### src/rtl/rect_bounce_painter.sv
// Paints NRECT bouncing rectangles over a flat background, one pipeline stage
// between the timing generator and the DVI output registers.
module rect_bounce_painter #(
  parameter int                     CORDW    = 10,
  parameter int                     CHW      = 4,
  parameter int                     H_RES    = 640,
  parameter int                     V_RES    = 480,
  parameter int                     NRECT    = 4,
  parameter int                     RECT_W   = 40,
  parameter int                     RECT_H   = 40,
  parameter int                     SPEED    = 2,
  parameter logic                   SYNC_POL = 1'b0,
  parameter logic [3*CHW-1:0]       BG_RGB   = 12'h137,
  parameter logic [NRECT*3*CHW-1:0] FG_RGB   = {NRECT{12'hF0F}}
) (
  input  logic             clk_pix,
  input  logic             rst_pix,
  input  logic [CORDW-1:0] sx,
  input  logic [CORDW-1:0] sy,
  input  logic             de,
  input  logic             hsync,
  input  logic             vsync,
  input  logic             en_i,
  output logic             hsync_o,
  output logic             vsync_o,
  output logic             de_o,
  output logic [CHW-1:0]   r_o,
  output logic [CHW-1:0]   g_o,
  output logic [CHW-1:0]   b_o,
  output logic             frame_o,
  output logic [NRECT-1:0] bounce_o
);

  localparam int               CW     = 3 * CHW;
  localparam logic [CORDW:0]   X_LIM  = (CORDW+1)'(H_RES - RECT_W);
  localparam logic [CORDW:0]   Y_LIM  = (CORDW+1)'(V_RES - RECT_H);
  localparam logic [CORDW:0]   SPD    = (CORDW+1)'(SPEED);
  localparam logic [CORDW:0]   RW     = (CORDW+1)'(RECT_W);
  localparam logic [CORDW:0]   RH     = (CORDW+1)'(RECT_H);
  localparam logic [CORDW-1:0] V_LINE = CORDW'(V_RES);

  if (NRECT < 1 || NRECT > 8 || SPEED < 1 || SPEED > RECT_W ||
      NRECT * (RECT_W + RECT_W / 2) > H_RES - RECT_W) begin : g_bad_params
    $error("rect_bounce_painter: illegal parameter combination");
  end

  logic [CORDW-1:0] x_q [NRECT];
  logic [CORDW-1:0] y_q [NRECT];
  logic [CORDW-1:0] x_d [NRECT];
  logic [CORDW-1:0] y_d [NRECT];
  logic [NRECT-1:0] xneg_q, yneg_q, xneg_d, yneg_d, bounce_d;
  logic [CORDW:0]   x_step, y_step;
  logic [CW-1:0]    pix;
  logic             strobe;

  // Result MSB flags a reversal; the low CORDW bits are the new position.
  function automatic logic [CORDW:0] step_axis(input logic [CORDW-1:0] pos,
                                               input logic neg,
                                               input logic [CORDW:0] lim);
    logic [CORDW:0] p;
    logic [CORDW:0] nxt;
    p = {1'b0, pos};
    if (!neg) begin
      nxt = p + SPD;
      if (nxt >= lim) return {1'b1, lim[CORDW-1:0]};
      return {1'b0, nxt[CORDW-1:0]};
    end
    if (p <= SPD) return {1'b1, {CORDW{1'b0}}};
    nxt = p - SPD;
    return {1'b0, nxt[CORDW-1:0]};
  endfunction

  assign strobe = (sy == V_LINE) && (sx == '0);

  always_comb begin
    x_step   = '0;
    y_step   = '0;
    xneg_d   = xneg_q;
    yneg_d   = yneg_q;
    bounce_d = '0;
    for (int i = 0; i < NRECT; i++) begin
      x_d[i] = x_q[i];
      y_d[i] = y_q[i];
      if (strobe && en_i) begin
        x_step      = step_axis(x_q[i], xneg_q[i], X_LIM);
        y_step      = step_axis(y_q[i], yneg_q[i], Y_LIM);
        x_d[i]      = x_step[CORDW-1:0];
        y_d[i]      = y_step[CORDW-1:0];
        xneg_d[i]   = xneg_q[i] ^ x_step[CORDW];
        yneg_d[i]   = yneg_q[i] ^ y_step[CORDW];
        bounce_d[i] = x_step[CORDW] | y_step[CORDW];
      end
    end
  end

  always_ff @(posedge clk_pix) begin
    if (rst_pix) begin
      for (int i = 0; i < NRECT; i++) begin
        x_q[i] <= CORDW'(i * (RECT_W + RECT_W / 2));
        y_q[i] <= CORDW'(i * (RECT_H / 2));
      end
      xneg_q <= '0;
      yneg_q <= '0;
    end else begin
      for (int i = 0; i < NRECT; i++) begin
        x_q[i] <= x_d[i];
        y_q[i] <= y_d[i];
      end
      xneg_q <= xneg_d;
      yneg_q <= yneg_d;
    end
  end

  // Walk from the highest index down so the lowest overlapping rect wins.
  always_comb begin
    pix = BG_RGB;
    for (int i = NRECT - 1; i >= 0; i--) begin
      if ({1'b0, sx} >= {1'b0, x_q[i]} && {1'b0, sx} < {1'b0, x_q[i]} + RW &&
          {1'b0, sy} >= {1'b0, y_q[i]} && {1'b0, sy} < {1'b0, y_q[i]} + RH)
        pix = FG_RGB[i*CW +: CW];
    end
  end

  always_ff @(posedge clk_pix) begin
    if (rst_pix) begin
      hsync_o  <= ~SYNC_POL;
      vsync_o  <= ~SYNC_POL;
      de_o     <= 1'b0;
      r_o      <= '0;
      g_o      <= '0;
      b_o      <= '0;
      frame_o  <= 1'b0;
      bounce_o <= '0;
    end else begin
      hsync_o  <= hsync;
      vsync_o  <= vsync;
      de_o     <= de;
      r_o      <= de ? pix[CW-1 -: CHW]    : '0;
      g_o      <= de ? pix[2*CHW-1 -: CHW] : '0;
      b_o      <= de ? pix[CHW-1:0]        : '0;
      frame_o  <= strobe;
      bounce_o <= bounce_d;
    end
  end

endmodule

### config.mk
export PLATFORM = sky130hd
export DESIGN_NAME = rect_bounce_painter
export DESIGN_NICKNAME = d
export VERILOG_FILES = /design/src/rtl/rect_bounce_painter.sv
export SDC_FILE = /design/constraint.sdc
export NUM_CORES = 1
export LEC_CHECK = 0
export CAP_MARGIN = 20
export CORE_UTILIZATION = 25
export CTS_BUF_LIST = sky130_fd_sc_hd__clkbuf_8
export DETAILED_ROUTE_END_ITERATION = 12
export GPL_ROUTABILITY_DRIVEN = 0
export PLACE_DENSITY = 0.46
export SYNTH_ARGS = -nofsm -noshare
export SYNTH_HDL_FRONTEND = slang
export SYNTH_SLANG_ARGS = --single-unit
### constraint.sdc
create_clock -name clk_pix -period 6.6 [get_ports clk_pix]
set_input_delay 1.32 -clock clk_pix [delete_from_list [all_inputs] [get_ports clk_pix]]
set_output_delay 1.32 -clock clk_pix [all_outputs]
set_load 0.005 [all_outputs]
Word-level counts from Yosys, hierarchy flattened. Memories as Yosys holds them, arrays and structs flattened. Cells that the tools add are included.

Output and inout port bits: 20. Memories: 2. Bits in writable memories: 80. Register bits: 28. Word-level logic and storage cells: 252.

Mux-type cells: 143. $lt $le $gt $ge: 32. Eq/ne operators: 1. Add/sub/neg operators: 24. Bitwise logic cells: 22. Reductions and logical operators: 18.

Memory list: x_q (words 4, width 10, read ports 4, clocked after Yosys merged registers in 0, write ports 4, RTL line 47) `logic [CORDW-1:0] x_q [NRECT];`; y_q (words 4, width 10, read ports 4, clocked after Yosys merged registers in 0, write ports 4, RTL line 48) `logic [CORDW-1:0] y_q [NRECT];`.

Operator list (count): 2-to-1 mux 11 bit (56); 2-to-1 mux 10 bit (16); adder 10 x 2 -> 11 bit (second input constant) (8); adder 10 x 6 -> 11 bit (second input constant) (8); < comparator 10 x 11 -> 1 bit (8); >= comparator 10 bit (8); less-or-equal comparator 10 x 2 -> 1 bit (second input constant) (8); subtractor 10 x 2 -> 10 bit (second input constant) (8); 2-to-1 mux 1 bit (67); 2-to-1 mux 12 bit (4); >= comparator 11 x 10 -> 1 bit (second input constant) (4); >= comparator 11 x 9 -> 1 bit (second input constant) (4); logical AND 1 bit (14); bitwise OR 1 bit (12); equality test 10 x 9 -> 1 bit (second input constant) (1); logical NOT 10 bit (1); XOR 1 bit (8); OR reduction 5 bit (1); OR reduction 2 bit (2); inverter 1 bit (2).

Longest topological paths before layout.
Depth in word-level cells: 13. Mapped depth: 13.

Least setup slack after synthesis. No wires, ideal clock.

Path type: input-to-reg. Start point: input port sx[4]. End point: memory y_q[1][2]. Data required time: 6.478 ns. Arrival: 2.841 ns. Slack: 3.637 ns. Buffers on the path: 1. Stages: 7. Path through: nor4_2 nand3_1 or3_1 clkbuf_1 nor2_1 o21ai_0 o32a_1.

RTL lines: start: declaration (RTL line 18) `input logic [CORDW-1:0] sx,`; end: declaration (RTL line 48).

==> impl_metrics.json <==
{
  "status": "complete, no violations",
  "synth_top_area_frac": 0.192,
  "synth_area_leaders": "ha_1, dfxtp_1, a21oi_1, o21ai_0, xnor2_1",
  "total_power_uw": 1130,
  "avgRoutedWirePerCell_um": 18.5,
  "ant_nets": 0,
  "setup_tns_ns": 0,
  "grt_pass1_vias": 10500,
  "rr_worst_depth": 12,
  "grt_start_max_net_pins": 37,
  "min_period_ns": 4.68,
  "start_util": 0.254,
  "clock.fmax_mhz": 214,
  "synth-main-ff-cell": "dfxtp_1",
  "cts_resized": 0,
  "start_kind": "primary input",
  "skew_ns": 0.0214,
  "clk_latency_ns": 0.43,
  "chipHeight_um": 211,
  "cp-end-kind": "register",
  "arrival_ns": 4.99,
  "vias": 11100,
  "antenna_found_initial": 0,
  "synth_seq_cells": 91,
  "drt_wl_total_um": 37900,
  "grt_pass1_wl_um": 60400,
  "postSynthCellCount": 1481,
  "gr-usage-all-layers": 0.171,
  "firstDrtPassIters": 5,
  "r2r-end": "r_o[2]",
  "slew_headroom": 0.299,
  "clockBufferDepth": 2,
  "root_buffer": "clkbuf_8",
  "htreeDepth": 3,
  "synth_area_mm2": 0.0109,
  "dp_hpwl_um": 27800,
  "r2r-start": "x_q[0][4]",
  "path_max_fanout": 17,
  "core_area_mm2": 0.0431,
  "dieArea_mm2": 0.0446,
  "syn2layout_area_growth_pct": 9.48,
  "crit_required_ns": 6.92,
  "setup_viol": 0,
  "overflow": 0,
  "fin_cells": 2048,
  "port_buffers": 43,
  "drc": 0,
  "ir_worst_vdd_mv": 0.0886,
  "synth_warnings": 0,
  "async_flop_share": 0,
  "ys_seq_area_frac": 0.167,
  "cp-endpoint": "y_q[1][2]",
  "synth_top_area_cell": "ha_1",
  "vias_per_cell": 5.43,
  "yosysMostFrequentCell": "ha_1",
  "drv_slew": 0,
  "rsz0062_at_grt": "false",
  "fillers": 4693,
  "fin_crit_sh": 0.708,
  "drv_cap": 0,
  "die_x_um": 211,
  "io_pins": 46,
  "power_density_mw_per_mm2": 94.1,
  "finalHoldViolations": 0,
  "ys_top_cells_by_count": "ha_1, a21oi_1, o21ai_0",
  "path_class": "primary input to register",
  "max_slew.worst_pin.slew_ns": 1.05,
  "antenna_cells": 0,
  "ys_types": 90,
  "hold_path.class": "register to register",
  "place_inst": 2032,
  "cts_buffers": 9,
  "r2r_slack_ns": 3.39,
  "drtIter0Drc": 784,
  "cts.sinks": 91,
  "cts_hold_buf": 0,
  "drive_above_1_share": 0.0410,
  "fin_nets": 1652,
  "cts_tree": "done",
  "hold-worst-slack_ns": 0.534,
  "cts.clk_slew.worst_paths_ns": 0.11,
  "row_count": 76,
  "cts_setup_buffers": 0,
  "synth_edf_count": 0,
  "syn-mean-instance-area_um2": 7.39,
  "leakage_uw": 0.00422,
  "crit_start": "sx[3]"
}
## sequential cells by signal, indices dropped and copies added, names as in the netlist
name / cells
y_q: 36
de_o: 1
x_q: 36
vsync_o: 1
g_o: 1
hsync_o: 1
bounce_o: 4
r_o: 2
yneg_q: 4
xneg_q: 4
frame_o: 1
## how the worst min path moves through the flow
stage | startpoint | to | slack (ns) | cells after the start
6_report | y_q[0][9] | y_q[0][9] | 0.53 | 2
3_3_place_gp | y_q[0][9] | y_q[0][9] | 0.52 | 2
5_1_grt | y_q[0][9] | y_q[0][9] | 0.55 | 2
3_5_place_dp | y_q[0][9] | y_q[0][9] | 0.51 | 2
4_1_cts | y_q[0][9] | y_q[0][9] | 0.53 | 2
2_1_floorplan | y_q[0][9] | y_q[0][9] | 0.47 | 2
## cells by family (layout without fill, tap and decap cells)
group	Yosys count	after routing	synth area share
adder cells (fa/ha/maj)	170	170	0.194
AND/OR/NAND/NOR	449	449	0.206
multiplexers	7	7	0.00675
XOR/XNOR	58	58	0.0464
AO/OA/AOI/OAI	513	513	0.306
other	1	2	0.000343
buffers and inverters	192	173	0.0739
flip-flops	91	91	0.167
## cell type report
cell class,count,area [µm²],area share
clock inverter,7,45.0,0.00376
multi-input combinational,1199,8320,0.695
sequential,91,1820,0.152
clock buffer,9,124,0.0103
timing repair buffer,60,566,0.0472
inverter,97,364,0.0304
tap,585,732,0.0611
## critical path, cell delays in order
cell,delay (ns)
clkdlybuf4s50_1,0.64
nor4_1,0.73
nand3_1,0.29
or3_1,0.80
nor2_1,0.81
o21ai_0,0.19
o32a_1,0.20
## layer usage
metal  wire (µm)  share of wire  up-vias  track usage
li1            -              -     5494            -
met1       18600           0.49     5319        0.241
met2       17200           0.46      268        0.275
met3        1610          0.043       30       0.0266
met4         444          0.012        0       0.0315
met5           0              0        -            0
## where the power goes
part | internal (µW) | leakage [µW] | switching (µW) | total, µW
Combinational | 78.1 | 0.00341 | 105 | 183
Clock | 136 | 0.0000828 | 252 | 388
Sequential | 552 | 0.000735 | 4.78 | 557
Total | 766 | 0.00422 | 361 | 1130
## placed cells by master (no fill, tap or decap), types with 42 or more instances in the layout
cell               n
nor3_1            62
inv_1             93
xnor2_1           48
dfxtp_1           91
ha_1             168
a21oi_1          131
nand2_1          111
nand3_1           52
clkdlybuf4s50_1   42
o21ai_0          122
nor2_1            87
## metrics by stage
step                area, µm²   util  worst slack [ns]
global placement        11800  0.274              1.64
finish                  12000  0.278              1.92
floorplan               10900      -              3.64
global route            12000  0.278              1.86
CTS                     12000  0.278              2.04
detailed placement      11800  0.274              1.56
(Power assumes the default switching activity.)
